[config.mk]
export PLATFORM = sky130hd
export DESIGN_NAME = cpu_prog_loader
export DESIGN_NICKNAME = d
export VERILOG_FILES = /design/src/rtl/cpu_pkg.sv /design/src/rtl/sync2.sv /design/src/rtl/cpu_prog_loader.sv
export SDC_FILE = /design/constraint.sdc
export NUM_CORES = 1
export LEC_CHECK = 0
export BUFFER_PORTS_ARGS = -buffer_cell sky130_fd_sc_hd__buf_2
export CAP_MARGIN = 20
export CORE_ASPECT_RATIO = 0.8
export CORE_MARGIN = 1
export CORE_UTILIZATION = 36
export DETAILED_ROUTE_END_ITERATION = 7
export SETUP_SLACK_MARGIN = 0.2
export SYNTH_ARGS = -nofsm -noshare
export SYNTH_HDL_FRONTEND = slang
export SYNTH_HIERARCHICAL = 1
export SYNTH_SLANG_ARGS = --single-unit
[constraint.sdc]
create_clock -name clk -period 2 [get_ports clk]
set_clock_uncertainty 0.2 [all_clocks]
set_input_delay 0 -clock clk [delete_from_list [all_inputs] [get_ports clk]]
set_output_delay 0 -clock clk [all_outputs]
set_load 0.005 [all_outputs]
[src/rtl/cpu_pkg.sv]
// Shared types and sizes for the CPU program loader.
package cpu_pkg;
    localparam int PROG_DEPTH = 16;
    localparam int ADDR_W     = 4;
    localparam int DATA_W     = 8;
    localparam int CNT_W      = ADDR_W + 1;

    typedef enum logic [1:0] {
        ST_IDLE,
        ST_LOAD,
        ST_RUN,
        ST_HALTED
    } loader_state_t;
endpackage

[src/rtl/sync2.sv]
// 1-bit two-flop synchronizer with asynchronous active-low reset.
module sync2 (
    input  logic clk,
    input  logic rst_n,
    input  logic d,
    output logic q
);
    logic meta;

    always_ff @(posedge clk or negedge rst_n) begin
        if (!rst_n) begin
            meta <= 1'b0;
            q    <= 1'b0;
        end else begin
            meta <= d;
            q    <= meta;
        end
    end
endmodule

[src/rtl/cpu_prog_loader.sv]
// Host-driven program loader: synchronizes a byte strobe interface and writes
// up to 16 bytes into the program memory, then releases the CPU core.
module cpu_prog_loader
    import cpu_pkg::*;
(
    input  logic              clk,
    input  logic              rst_n,
    input  logic              ena,
    input  logic              load_en,
    input  logic              data_strobe,
    input  logic [DATA_W-1:0] data_in,
    input  logic              cpu_halted,
    output logic              mem_we,
    output logic [ADDR_W-1:0] mem_addr,
    output logic [DATA_W-1:0] mem_wdata,
    output logic              cpu_run,
    output logic [CNT_W-1:0]  byte_count,
    output logic              loader_busy,
    output logic              overflow
);
    logic              ld_s, stb_s2, stb_s3, det_q;
    logic [DATA_W-1:0] d1, d2, det_data;

    loader_state_t     state_q, state_d;
    logic [CNT_W-1:0]  cnt_q, cnt_d;
    logic [ADDR_W-1:0] addr_q, addr_d;
    logic [DATA_W-1:0] wdata_q, wdata_d;
    logic              we_q, we_d, ovf_q, ovf_d;

    sync2 u_sync_load (.clk(clk), .rst_n(rst_n), .d(load_en),     .q(ld_s));
    sync2 u_sync_stb  (.clk(clk), .rst_n(rst_n), .d(data_strobe), .q(stb_s2));

    // Edge detect is registered once more, with its data, so the write lands
    // three edges after the strobe is first sampled. This front end ignores ena.
    always_ff @(posedge clk or negedge rst_n) begin
        if (!rst_n) begin
            stb_s3   <= 1'b0;
            d1       <= '0;
            d2       <= '0;
            det_q    <= 1'b0;
            det_data <= '0;
        end else begin
            stb_s3   <= stb_s2;
            d1       <= data_in;
            d2       <= d1;
            det_q    <= stb_s2 & ~stb_s3;
            det_data <= d2;
        end
    end

    always_comb begin
        state_d = state_q;
        cnt_d   = cnt_q;
        addr_d  = addr_q;
        wdata_d = wdata_q;
        ovf_d   = ovf_q;
        we_d    = 1'b0;
        case (state_q)
            ST_IDLE: begin
                if (ld_s) begin
                    state_d = ST_LOAD;
                    cnt_d   = '0;
                    addr_d  = '0;
                    ovf_d   = 1'b0;
                end
            end
            ST_LOAD: begin
                if (det_q) begin
                    if (cnt_q < CNT_W'(PROG_DEPTH)) begin
                        we_d    = 1'b1;
                        wdata_d = det_data;
                        addr_d  = cnt_q[ADDR_W-1:0];
                        cnt_d   = cnt_q + CNT_W'(1);
                    end else begin
                        ovf_d = 1'b1;
                    end
                end
                // a byte detected alongside load_en falling still counts
                if (!ld_s)
                    state_d = (cnt_d != '0) ? ST_RUN : ST_IDLE;
            end
            ST_RUN: begin
                if (ld_s) begin
                    state_d = ST_LOAD;
                    cnt_d   = '0;
                    addr_d  = '0;
                    ovf_d   = 1'b0;
                end else if (cpu_halted) begin
                    state_d = ST_HALTED;
                end
            end
            ST_HALTED: begin
                if (ld_s) begin
                    state_d = ST_LOAD;
                    cnt_d   = '0;
                    addr_d  = '0;
                    ovf_d   = 1'b0;
                end else if (det_q) begin
                    state_d = ST_RUN;
                end
            end
            default: state_d = ST_IDLE;
        endcase
    end

    always_ff @(posedge clk or negedge rst_n) begin
        if (!rst_n) begin
            state_q <= ST_IDLE;
            cnt_q   <= '0;
            addr_q  <= '0;
            wdata_q <= '0;
            we_q    <= 1'b0;
            ovf_q   <= 1'b0;
        end else if (ena) begin
            state_q <= state_d;
            cnt_q   <= cnt_d;
            addr_q  <= addr_d;
            wdata_q <= wdata_d;
            we_q    <= we_d;
            ovf_q   <= ovf_d;
        end else begin
            // clear so a pending pulse cannot reappear when ena returns
            we_q <= 1'b0;
        end
    end

    assign mem_we      = we_q & ena;
    assign mem_addr    = addr_q;
    assign mem_wdata   = wdata_q;
    assign byte_count  = cnt_q;
    assign overflow    = ovf_q;
    assign cpu_run     = (state_q == ST_RUN);
    assign loader_busy = (state_q == ST_LOAD);
endmodule

# Word level (Yosys, flattened, before mapping)
# Cells that the tools add are included.
dict set report word_totals {
  inputBits 14
  ram_bits 0
  register_bits 51
  elab_cells 64
  romBits 0
  mem_count 0
  latch_bits 0
}
dict set report classes {
  addsub 1
  eq_ne 11
  n_bitwise 3
  n_lt_le_gt_ge 1
  div_mod_pow 0
  n_reduce_logical 8
  shift 0
  mul 0
  n_mux 25
}
# op count
set op_table {}
lappend op_table {{$mux W5} 4}
lappend op_table {{$mux W2} 7}
lappend op_table {{$mux W4} 3}
lappend op_table {{$reduce_and A4 Y1} 3}
lappend op_table {{$pmux W5 S2} 1}
lappend op_table {{$ne A2 B1 Y1 const B} 4}
lappend op_table {{$pmux W2 S4} 1}
lappend op_table {{$pmux W4 S2} 1}
lappend op_table {{$mux W1} 7}
lappend op_table {{$ne A3 B2 Y1 const B} 2}
lappend op_table {{$add A5 B1 Y5 const B} 1}
lappend op_table {{$lt A5 B5 Y1 const B} 1}
lappend op_table {{$reduce_and A5 Y1} 1}
lappend op_table {{$reduce_bool A5 Y1} 1}
lappend op_table {{$eq A2 B2 Y1 const B} 2}
lappend op_table {{$ne A2 B2 Y1 const B} 2}
lappend op_table {{$reduce_or A3 Y1} 1}
lappend op_table {{$and A1 B1 Y1} 2}
lappend op_table {{$eq A2 B1 Y1 const B} 1}
lappend op_table {{$logic_not A2 Y1} 1}
lappend op_table {{$pmux W1 S2} 1}
lappend op_table {{$reduce_and A2 Y1} 1}
lappend op_table {{$not A1 Y1} 1}

# Logic depth before layout (Yosys ltp)
# Gate-level depths: netlist of the first run.
dict set report logic_depth {
  depth_word 8
  depth_mapped 6
  mapped_depth_nobuf 5
}

# By module
# Netlist of the first run, hierarchy kept.
# mod cells_each area_each_um2 instances seq_area_each_um2
set by_module_without_submodules {}
lappend by_module_without_submodules {cpu_prog_loader 112 1680.4 1 1176.1}
lappend by_module_without_submodules {sync2 2 50.0 2 50.0}

# Worst setup path before layout of the first run
# Ideal clock, no wire load.
dict set report synth_timing {
  path_kind {register -> register}
  startpoint {register cnt_q[0], in the netlist byte_count[0]}
  endpoint {register state_q[1]}
  period_less_slack_ps 1668
  path_slack_ps 332
  required_ps 1658
  path_stages_with_launch 5
  arrival_ps 1326
  path_buffers 0
  cell_sequence {dfrtp_1 ha_1 mux2_2 a211oi_1 a41oi_1}
}
dict set report synth_between {
  elab_chain_cells 8
}
# item line
set synth_lines {}
lappend synth_lines {{start, declared} cpu_prog_loader.sv:25} ;# logic [CNT_W-1:0] cnt_q, cnt_d;
lappend synth_lines {{start signal, assigned} cpu_prog_loader.sv:116} ;# cnt_q <= cnt_d;
lappend synth_lines {{$add A5 B1 Y5 or $lt A5 B5 Y1 (tied branches)} {cpu_prog_loader.sv:73, cpu_prog_loader.sv:69}}
lappend synth_lines {{$mux W5} cpu_prog_loader.sv:69} ;# if (cnt_q < CNT_W'(PROG_DEPTH)) begin
lappend synth_lines {{$mux W5 *} cpu_prog_loader.sv:68} ;# if (det_q) begin
lappend synth_lines {{$mux W5 *} cpu_prog_loader.sv:58} ;# case (state_q)
lappend synth_lines {{$reduce_bool A5 Y1 *} cpu_prog_loader.sv:80} ;# state_d = (cnt_d != '0) ? ST_RUN : ST_IDLE;
lappend synth_lines {{$mux W2 *} cpu_prog_loader.sv:80}
lappend synth_lines {{$mux W2 *} cpu_prog_loader.sv:79} ;# if (!ld_s)
lappend synth_lines {{$pmux W2 S4 *} cpu_prog_loader.sv:58}
lappend synth_lines {{end signal, assigned} cpu_prog_loader.sv:115} ;# state_q <= state_d;
lappend synth_lines {{end, declared} cpu_prog_loader.sv:24} ;# loader_state_t state_q, state_d;
# Every way passes the cells marked *; elsewhere a longest branch is shown, timed or not. The select of a mux whose other input is x is not followed.
# A chain may end at the register's enable or synchronous reset.

# Final worst setup path of the first run
dict set report layout_timing {
  startpoint {register cnt_q[1], in the netlist byte_count[1]}
  endpoint {register state_q[1]}
}
# The elaborated chain is that of the path after synthesis.

==> results of run 1 <==
## synth_stat cells, types with 2 or more instances
cell type | instances | share of area
dfrtp_1 | 51 | 0.72
nand2_1 | 15 | 0.032
a22o_1 | 6 | 0.030
o21ai_0 | 6 | 0.017
mux2_2 | 5 | 0.032
mux2_4 | 5 | 0.042
nand3_1 | 4 | 0.011
and2b_1 | 2 | 0.0084
nor2_1 | 2 | 0.0042
xor2_1 | 2 | 0.0098
## power breakdown
| group | total, mW | switching, mW | internal (mW) |
|---|---|---|---|
| Combinational | 0.550 | 0.221 | 0.330 |
| Clock | 0.632 | 0.318 | 0.315 |
| Sequential | 1.31 | 0.122 | 1.18 |
| Total | 2.49 | 0.660 | 1.83 |
## timing repair
item,in CTS,in global routing
buffers inserted,0,3
hold buffers,14,0
endpoints found under the setup margin,0,4
hold endpoints to repair,70,0
resized for setup,0,1
## final cells by class
type / count / area (sq um) / share of cell area
well taps: 60 / 75.07 / 0.03315
clock buffers: 7 / 96.34 / 0.04254
flip-flops and latches: 51 / 1277 / 0.5641
repair buffers: 52 / 340.3 / 0.1503
multi-input cells: 62 / 467.9 / 0.2066
clock inverters: 1 / 7.507 / 0.003315
## sequential cells by signal, indices dropped and copies added (netlist names)
name and count:
u_sync_load/meta 1, det_q 1, det_data 8, d2 8
u_sync_stb/q 1, we_q 1, stb_s3 1, state_q 2
d1 8, mem_addr 4, overflow 1, u_sync_load/q 1
byte_count 5, u_sync_stb/meta 1, mem_wdata 8
## how the worst min path moves through the flow
| stage | from | endpoint | slack, ns | depth (start not counted) |
|---|---|---|---|---|
| floorplan | rst_n | byte_count[0]$_DFFE_PN0P_ | -0.50 | 0 |
| global placement | data_in[2] | d1[2]$_DFF_PN0_ | -0.09 | 1 |
| detailed placement | data_in[6] | d1[6]$_DFF_PN0_ | -0.09 | 1 |
| CTS | data_in[2] | d1[2]$_DFF_PN0_ | 0.13 | 2 |
| global route | data_in[7] | d1[7]$_DFF_PN0_ | 0.11 | 2 |
| finish | rst_n | byte_count[1]$_DFFE_PN0P_ | 0.12 | 3 |
## metal layers
metal	GRT usage	share of wire	vias up
met3	0.06197	0.071	4
met5	0	0	-
met2	0.1960	0.48	41
li1	-	-	508
met4	0.05357	0.0081	0
met1	0.1749	0.44	536
## placed cells by master (no fill, tap or decap), drive strengths merged, types with 3 or more instances in the layout
cell type    netlist  layout
buf                3      38
clkbuf             0       7
nor2               3       3
dfrtp             51      51
nand2             16      16
o21ai              6       6
nand3              4       4
dlygate4sd3        0      14
a22o               6       6
mux2              10      10
## stage by stage
stage / utilization / hold WS, ns / total power, mW
finish: 0.4840 / 0.1177 / 2.490
global route: 0.4840 / 0.1111 / 2.654
CTS: 0.4789 / 0.1252 / 2.490
detailed placement: 0.4267 / -0.09067 / 1.827
global placement: 0.4267 / -0.09102 / 1.800
floorplan: - / -0.4956 / 1.622
## worst max-delay path, stage by stage, from the launching register on
cell	delay, ns
dfrtp_1	0.47
ha_1	0.33
mux2_2	0.27
a211oi_1	0.20
a41oi_1	0.13
## cell families (layout without fill, tap and decap cells)
| family | after synthesis | count (layout) | synth area share |
|---|---|---|---|
| simple gates | 31 | 31 | 0.1005 |
| compound gates | 17 | 17 | 0.06606 |
| fa+ha+maj | 1 | 1 | 0.007026 |
| flops | 51 | 51 | 0.7168 |
| buf+inv | 3 | 60 | 0.02038 |
| xor+xnor | 2 | 2 | 0.009840 |
| mux | 11 | 11 | 0.07941 |
==> out/results.txt, run 1 <==
Worst R2R Setup Slack: 0.28 ns
Peak Freq: 579.8 MHz
Fill cell count: 436
Clk sinks: 51
GPL Wtd Cong: 0.8668
Final setup margin: 0.2753 ns
RSZ-0062 raised after global routing: true
Initial drt markers: 100
CP Launch Point: byte_count[1]$_DFFE_PN0P_
Post-synth EDFFs: 0
Total CTS buffers: 5
ANT nets after route: 0
Vias in the first global route: 1033
Worst setup endpoint: state_q[1]$_DFFE_PN0P_
IO buf count: 34
Setup crit end kind: flop
# IOs: 35
Final non-filler cell total: 233
Die Area: 5233 sq um
Worst r2r path cells: 4
DRT Pass-1 Iters: 4
Async set-reset flop share out of synthesis: 1.000
Die W: 80.63 microns
Largest net degree at the start of global routing: 52
Mapped Cells: 116
#FFs+latches synth: 51
Row count: 22
Status: completed
Drt wl/cell: 12.79 microns
Synth unique cells: 28
R2r endpoint: state_q[1]$_DFFE_PN0P_
Cell Area, Synth: 1780 sq um
Power density cells: 1099 nW/um^2
Vias per cell: 4.674
Final net count: 187
DR DRC count: 0
Worst Hold Class: in2async
Total GRT Usage: 0.1352
Fin. max-slew vios: 0
Post-DP HPWL: 1.940 mm
Slew margin rel.: 0.5871
Clock input transition at the sequential cells of the worst setup and hold paths: 0.09 ns
Share of layout cells above drive strength 1: 0.3526
Worst-margin pin slew: 0.6194 ns
First-pass GRT wire length: 5.078 mm
Area grow syn2layout: 27.20%
CTS Root Cell: clkbuf_8
Syn nets: 131
VDD IR max: 589.6 uV
Die height: 64.90 microns
Core footprint: 4679 sq um
CTS tree: done
Initial core utilization: 0.3805
Worst EP arrival: 1.69 ns
Tcrit/Tclk final: 0.8623
Number of diodes: 0
Post-placement cell count: 208
TNS Setup: 0 ns
Static leakage: 1.115 nW
Area after DPL: 1997 sq um
Worst slack at placement: 0.2465 ns
Number of antenna violations at the first check in global routing: 0
Worst Path Required: 1.97 ns
Type of origin of the critical path: flop
Final setup viols: 0
Max Cap Viol: 0
Vias: 1089
Synth Area per Inst: 15.35 sq um
Final Critical Period: 1.725 ns
CP Max Fanout: 7
Ys Warns: 6
Synth Flop Type: dfrtp_1
Total overflow reported by the global router: 0
Sequential share of the synthesized area: 0.7168
H-tree Lvls: 2
Aggregate routed wire length: 2.979 mm
Fin area: 2265 sq um
Worst skew pair latency: 0.30 ns
Crit path kind: reg2reg
Hold Vio Cnt, Final: 0
CTS max path bufs: 2
Reg-to-reg critical path startpoint: byte_count[1]$_DFFE_PN0P_
Power figures use the tool's default switching activity.
==> run 2, diff against run 1 <==
- SYNTH_HIERARCHICAL: 1 -> unset
==> out/results.txt, run 2 <==
Share of layout cells above drive strength 1: 0.3918 (was 0.3526)
Flop pwr share: 0.486 (was 0.525)
Clock share of power: 0.273 (was 0.254)
Number of antenna violations at the first check in global routing: 0 (unchanged)
Syn nets: 128 (was 131)
Hold Vio Cnt, Final: 0 (unchanged)
Die Area: 5247 sq um (was 5233 sq um)
Crit path cell chain: nor2b_4 > nand2_4 > nor2_8 > mux2_2 (was ha_1 > mux2_2 > a211oi_1 > a41oi_1)
Type of origin of the critical path: flop (unchanged)
Max Cap Viol: 0 (unchanged)
ANT nets after route: 0 (unchanged)
IO buf count: 34 (unchanged)
Vias per cell: 4.736 (was 4.674)
Post-synth EDFFs: 0 (unchanged)
Tcrit/Tclk final: 0.8690 (was 0.8623)
Commonest non-fill, non-tap cells in the layout: 50 x dfrtp_1, 34 x buf_2, 13 x dlygate4sd3_1 (was 50 x dfrtp_1, 34 x buf_2, 15 x nand2_1)
Synth Area per Inst: 15.80 sq um (was 15.35 sq um)
Post-DP HPWL: 1.970 mm (was 1.940 mm)
Static leakage: 1.119 nW (was 1.115 nW)
#FFs+latches synth: 51 (unchanged)
Sequential share of the synthesized area: 0.7148 (was 0.7168)
Final setup viols: 0 (unchanged)
Initial core utilization: 0.3816 (was 0.3805)
Peak Freq: 575.4 MHz (was 579.8 MHz)
Worst slack at placement: 0.1611 ns (was 0.2465 ns)
RSZ-0062 raised after global routing: true (unchanged)
Worst-margin pin slew: 0.6453 ns (was 0.6194 ns)
Aggregate routed wire length: 2.980 mm (was 2.979 mm)
Power density cells: 1146 nW/um^2 (was 1099 nW/um^2)
Synth unique cells: 33 (was 28)
CTS max path bufs: 2 (unchanged)
Async set-reset flop share out of synthesis: 1.000 (unchanged)
Worst Path Required: 1.99 ns (was 1.97 ns)
Final setup margin: 0.2620 ns (was 0.2753 ns)
DRT Pass-1 Iters: 4 (unchanged)
Initial drt markers: 114 (was 100)
Vias: 1094 (was 1089)
Fin. max-slew vios: 0 (unchanged)
Synth area leaders: dfrtp_1 71%, mux2_4 4.2%, a22o_1 2.9% (was dfrtp_1 72%, mux2_4 4.2%, mux2_2 3.2%)
Status: completed (unchanged)
Largest net degree at the start of global routing: 30 (was 52)
CP Max Fanout: 12 (was 7)
Switching share of power: 0.2742 (was 0.2652)
Ys Warns: 0 (was 6)
Die height: 64.99 microns (was 64.90 microns)
Mapped Cells: 113 (was 116)
Synth Flop Type: dfrtp_1 (unchanged)
Most common cell in the netlist: dfrtp_1 (unchanged)
Setup crit end kind: flop (unchanged)
# IOs: 35 (unchanged)
Worst skew pair latency: 0.30 ns (about the same)
Crit path kind: reg2reg (unchanged)
Slew margin rel.: 0.5698 (was 0.5871)
Final net count: 185 (was 187)
H-tree Lvls: 2 (unchanged)
Worst Path Buf+Inv: 0 (unchanged)
Top Family by Delay on Critical Path: simple AND/OR/NAND/NOR gates (was flip-flops)
Final Critical Period: 1.738 ns (was 1.725 ns)
Total GRT Usage: 0.1323 (was 0.1352)
Int Pwr: 1.916 mW (was 1.829 mW)
CTS Root Cell: clkbuf_8 (unchanged)
Clk sinks: 51 (unchanged)
Largest stage delay, worst path: 0.48 ns (was 0.47 ns)
GPL Wtd Cong: 0.8230 (was 0.8668)
Area share of the largest cell type after synthesis: 0.7148 (was 0.7168)
DR DRC count: 0 (unchanged)
Row count: 22 (unchanged)
TNS Setup: 0 ns (unchanged)
Die W: 80.74 microns (was 80.63 microns)
Fill cell count: 421 (was 436)
Comb pwr share: 0.242 (was 0.221)
Top cells by count, synth: 51 x dfrtp_1, 8 x nand2_1, 6 x a22o_1, 5 x mux2_4, 5 x o21ai_0 (was 51 x dfrtp_1, 15 x nand2_1, 6 x a22o_1, 6 x o21ai_0)
Slowest cell on the critical path: dfrtp_1 (unchanged)
Most common cell after layout, fill and taps aside: dfrtp_1 (unchanged)
Core footprint: 4679 sq um (unchanged)
Cell Area, Synth: 1785 sq um (was 1780 sq um)
Vias in the first global route: 1119 (was 1033)
Number of diodes: 0 (unchanged)
VDD IR max: 578.3 uV (was 589.6 uV)
Clock input transition at the sequential cells of the worst setup and hold paths: 0.09 ns (about the same)
CTS tree: done (unchanged)
Yosys top cell by area: dfrtp_1 (unchanged)
Worst EP arrival: 1.73 ns (was 1.69 ns)
Total CTS buffers: 5 (unchanged)
Psw: 723.6 uW (was 660.3 uW)
First-pass GRT wire length: 5.161 mm (was 5.078 mm)
Worst Hold Class: in2async (unchanged)
Drt wl/cell: 12.90 microns (was 12.79 microns)
Area grow syn2layout: 29.01% (was 27.20%)
Total overflow reported by the global router: 0 (unchanged)
-- run 2: final timing paths --
path                                      startpoint                       end  slack [ns]  cells past startpoint
setup / recovery           byte_count[4]$_DFFE_PN0P_  mem_wdata[0]$_DFFE_PN0P_        0.26                      4
hold / removal                                 rst_n      overflow$_DFFE_PN0P_        0.06                      2
setup reg to reg           byte_count[4]$_DFFE_PN0P_  mem_wdata[0]$_DFFE_PN0P_        0.26                      4
hold reg to reg            u_sync_stb.meta$_DFF_PN0_    u_sync_stb.q$_DFF_PN0_        0.15                      0
max in group asynchronous                      rst_n           d2[2]$_DFF_PN0_        0.82                      3
min in group clk                          data_in[6]           d1[6]$_DFF_PN0_        0.13                      2
-- run 2: layer usage --
layer	vias to the layer above	part of all wire	global-route usage
li1	508	-	-
met5	-	0	0
met1	538	0.43	0.1619
met3	11	0.051	0.04507
met2	37	0.49	0.2097
met4	0	0.026	0.06250
-- run 2: logic make-up after synthesis --
| group | after synthesis | share of synthesized area |
|---|---|---|
| AO/OA/AOI/OAI | 22 | 0.08480 |
| XOR/XNOR | 2 | 0.009813 |
| adder cells (fa/ha/maj) | 1 | 0.007007 |
| buffers and inverters | 5 | 0.02662 |
| flip-flops | 51 | 0.7148 |
| multiplexers | 10 | 0.07288 |
| AND/OR/NAND/NOR | 22 | 0.08410 |
-- run 2: per-stage QoR --
step                      hold WS (ns)  cells  instance area, sq um    util  power, mW
final                          0.05711    231                  2303  0.4922      2.639
after global routing           0.09109    231                  2303  0.4922      2.787
after CTS                      0.07068    230                  2293  0.4901      2.662
after detailed placement       -0.1398    208                  2041  0.4361      1.907
after global placement         -0.1438    208                  2041  0.4361      1.890
after floorplan                -0.4956    113                  1805       -      1.649
-- run 2: repair_timing --
item / 4_1_cts / 5_1_grt
endpoints found under the setup margin: 1 / 9
resized for setup: 0 / 1
buffers inserted: 1 / 1
pin swaps: 0 / 1
endpoints found under the hold margin: 44 / 0
hold buffers: 13 / 0
-- run 2: power by group through the flow --
stage | clock network, mW | logic (mW) | registers (mW)
floorplan | 0 | 0.315 | 1.33
global placement | 0 | 0.574 | 1.32
detailed placement | 0 | 0.591 | 1.32
CTS | 0.736 | 0.643 | 1.28
global route | 0.774 | 0.706 | 1.31
finish | 0.720 | 0.638 | 1.28
-- run 2: cell type report --
class                      count  area [sq um]  share of cell area
sequential                    51          1277              0.5546
multi-input combinational     57         480.5              0.2086
timing repair buffer          53         345.3              0.1499
tap                           60         75.07             0.03259
clock buffer                   5         68.82             0.02988
clock inverter                 3         46.29             0.02010
inverter                       2         10.01            0.004345
==> run 3, diff against run 2 <==
- CTS_BUF_LIST: unset -> sky130_fd_sc_hd__clkbuf_4
- SLEW_MARGIN: unset -> 20
==> out/results.txt, run 3 (synthesis results as in run 2) <==
Drt wl/cell: 13.19 microns (was 12.90 microns)
Number of diodes: 0 (unchanged)
Vias: 1074 (was 1094)
Clock share of power: 0.235 (was 0.273)
Psw: 712.9 uW (was 723.6 uW)
CP Max Fanout: 13 (was 12)
Commonest non-fill, non-tap cells in the layout: 50 x dfrtp_1, 34 x buf_2, 16 x dlygate4sd3_1 (was 50 x dfrtp_1, 34 x buf_2, 13 x dlygate4sd3_1)
Setup crit end kind: flop (unchanged)
Final Critical Period: 1.755 ns (was 1.738 ns)
CP Launch Point: byte_count[4]$_DFFE_PN0P_ (unchanged)
Crit path kind: reg2reg (unchanged)
Tcrit/Tclk final: 0.8776 (was 0.8690)
Fin. max-slew vios: 0 (unchanged)
Total GRT Usage: 0.1393 (was 0.1323)
Worst-margin pin slew: 0.6909 ns (was 0.6453 ns)
Comb pwr share: 0.258 (was 0.242)
Hold_sp: data_in[6]
# IOs: 35 (unchanged)
Static leakage: 1.115 nW (was 1.119 nW)
Total overflow reported by the global router: 0 (unchanged)
Type of origin of the critical path: flop (unchanged)
Vias in the first global route: 1143 (was 1119)
Core footprint: 4679 sq um (unchanged)
Status: completed (unchanged)
Total CTS buffers: 5 (unchanged)
Max Cap Viol: 0 (unchanged)
Row count: 22 (unchanged)
Initial drt markers: 113 (was 114)
Clock input transition at the sequential cells of the worst setup and hold paths: 0.15 ns (was 0.09 ns)
First-pass GRT wire length: 5.388 mm (was 5.161 mm)
Number of antenna violations at the first check in global routing: 0 (unchanged)
VDD IR max: 614.0 uV (was 578.3 uV)
Final non-filler cell total: 233 (was 231)
Clk sinks: 51 (unchanged)
CTS tree: done (unchanged)
H-tree Lvls: 2 (unchanged)
GPL Wtd Cong: 0.8230 (unchanged)
Worst skew pair latency: 0.36 ns (was 0.30 ns)
RSZ-0062 raised after global routing: true (unchanged)
Power density cells: 1097 nW/um^2 (was 1146 nW/um^2)
Slew margin rel.: 0.5379 (was 0.5698)
Reg-to-reg critical path startpoint: byte_count[4]$_DFFE_PN0P_ (unchanged)
Aggregate routed wire length: 3.073 mm (was 2.980 mm)
Final net count: 187 (was 185)
Post-DP HPWL: 1.970 mm (unchanged)
DRT Pass-1 Iters: 4 (unchanged)
ANT nets after route: 0 (unchanged)
Hold Vio Cnt, Final: 0 (unchanged)
Most common cell after layout, fill and taps aside: dfrtp_1 (unchanged)
TNS Setup: 0 ns (unchanged)
Die W: 80.74 microns (unchanged)
Vias per cell: 4.609 (was 4.736)
Final setup viols: 0 (unchanged)
IO buf count: 34 (unchanged)
Die Area: 5247 sq um (unchanged)
Post-placement cell count: 208 (unchanged)
CTS max path bufs: 2 (unchanged)
Worst EP arrival: 1.82 ns (was 1.73 ns)
Worst Hold Class: in2reg (was in2async)
Flop pwr share: 0.508 (was 0.486)
CTS Root Cell: clkbuf_4 (was clkbuf_8)
Switching share of power: 0.2825 (was 0.2742)
Die height: 64.99 microns (unchanged)
Fill cell count: 422 (was 421)
Peak Freq: 569.7 MHz (was 575.4 MHz)
Largest net degree at the start of global routing: 24 (was 30)
DR DRC count: 0 (unchanged)
Worst Path Required: 2.06 ns (was 1.99 ns)
Int Pwr: 1.810 mW (was 1.916 mW)
Share of layout cells above drive strength 1: 0.3815 (was 0.3918)
Initial core utilization: 0.3816 (unchanged)
Area grow syn2layout: 28.80% (was 29.01%)
[run 3: path summary, 6_finish.rpt]
kind / slack (ns) / end / cells past startpoint
min in group asynchronous: 0.51 / byte_count[2]$_DFFE_PN0P_ / 3
worst min-delay path: 0.06 / d1[6]$_DFF_PN0_ / 2
worst max register to register: 0.24 / mem_wdata[0]$_DFFE_PN0P_ / 4
worst min register to register: 0.16 / det_data[2]$_DFF_PN0_ / 0
max in group asynchronous: 0.61 / d1[2]$_DFF_PN0_ / 3
worst max-delay path: 0.24 / mem_wdata[0]$_DFFE_PN0P_ / 4
[run 3: power groups by stage]
stage / clock network [mW] / logic [mW] / registers, mW
after global placement: 0 / 0.574 / 1.32
after floorplan: 0 / 0.315 / 1.33
after detailed placement: 0 / 0.591 / 1.32
after global routing: 0.659 / 0.716 / 1.31
final: 0.592 / 0.650 / 1.28
after CTS: 0.610 / 0.647 / 1.28
[run 3: critical path, stage by stage (launching register included)]
cell	delay [ns]
dfrtp_1	0.49
nor2b_4	0.25
nand2_4	0.10
nor2_8	0.24
mux2_2	0.37
[run 3: per-layer routing]
metal / track usage / vias to the layer above / part of all wire
li1: - / 511 / -
met1: 0.1758 / 525 / 0.45
met2: 0.2108 / 28 / 0.48
met3: 0.05070 / 10 / 0.048
met4: 0.06920 / 0 / 0.027
met5: 0 / - / 0
[run 3: metrics by stage]
| stage | setup slack [ns] | total power, mW | hold WS (ns) | utilization | cell area, sq um |
|---|---|---|---|---|---|
| 3_5_place_dp | 0.1611 | 1.907 | -0.1398 | 0.4361 | 2041 |
| 6_report | 0.2448 | 2.523 | 0.06300 | 0.4914 | 2300 |
| 3_3_place_gp | 0.2051 | 1.890 | -0.1438 | 0.4361 | 2041 |
| 4_1_cts | 0.2282 | 2.540 | 0.04028 | 0.4898 | 2292 |
| 2_1_floorplan | 0.2325 | 1.649 | -0.4956 | - | 1805 |
| 5_1_grt | 0.1849 | 2.682 | 0.02328 | 0.4914 | 2300 |
[run 3: timing repair]
item	CTS	global route
gates resized for setup	0	2
buffers inserted	1	0
hold endpoints to repair	64	0
pin swaps	0	1
hold buffers	16	0
endpoints found under the setup margin	1	8
[run 3: final cells by class]
| cell class | instances | area [sq um] | share of cell area |
|---|---|---|---|
| inverters | 2 | 10.01 | 0.004353 |
| flip-flops and latches | 51 | 1277 | 0.5555 |
| clock inverters | 3 | 46.29 | 0.02013 |
| clock buffers | 5 | 37.54 | 0.01632 |
| multi-input cells | 57 | 485.5 | 0.2111 |
| well taps | 60 | 75.07 | 0.03264 |
| repair buffers | 55 | 367.9 | 0.1600 |
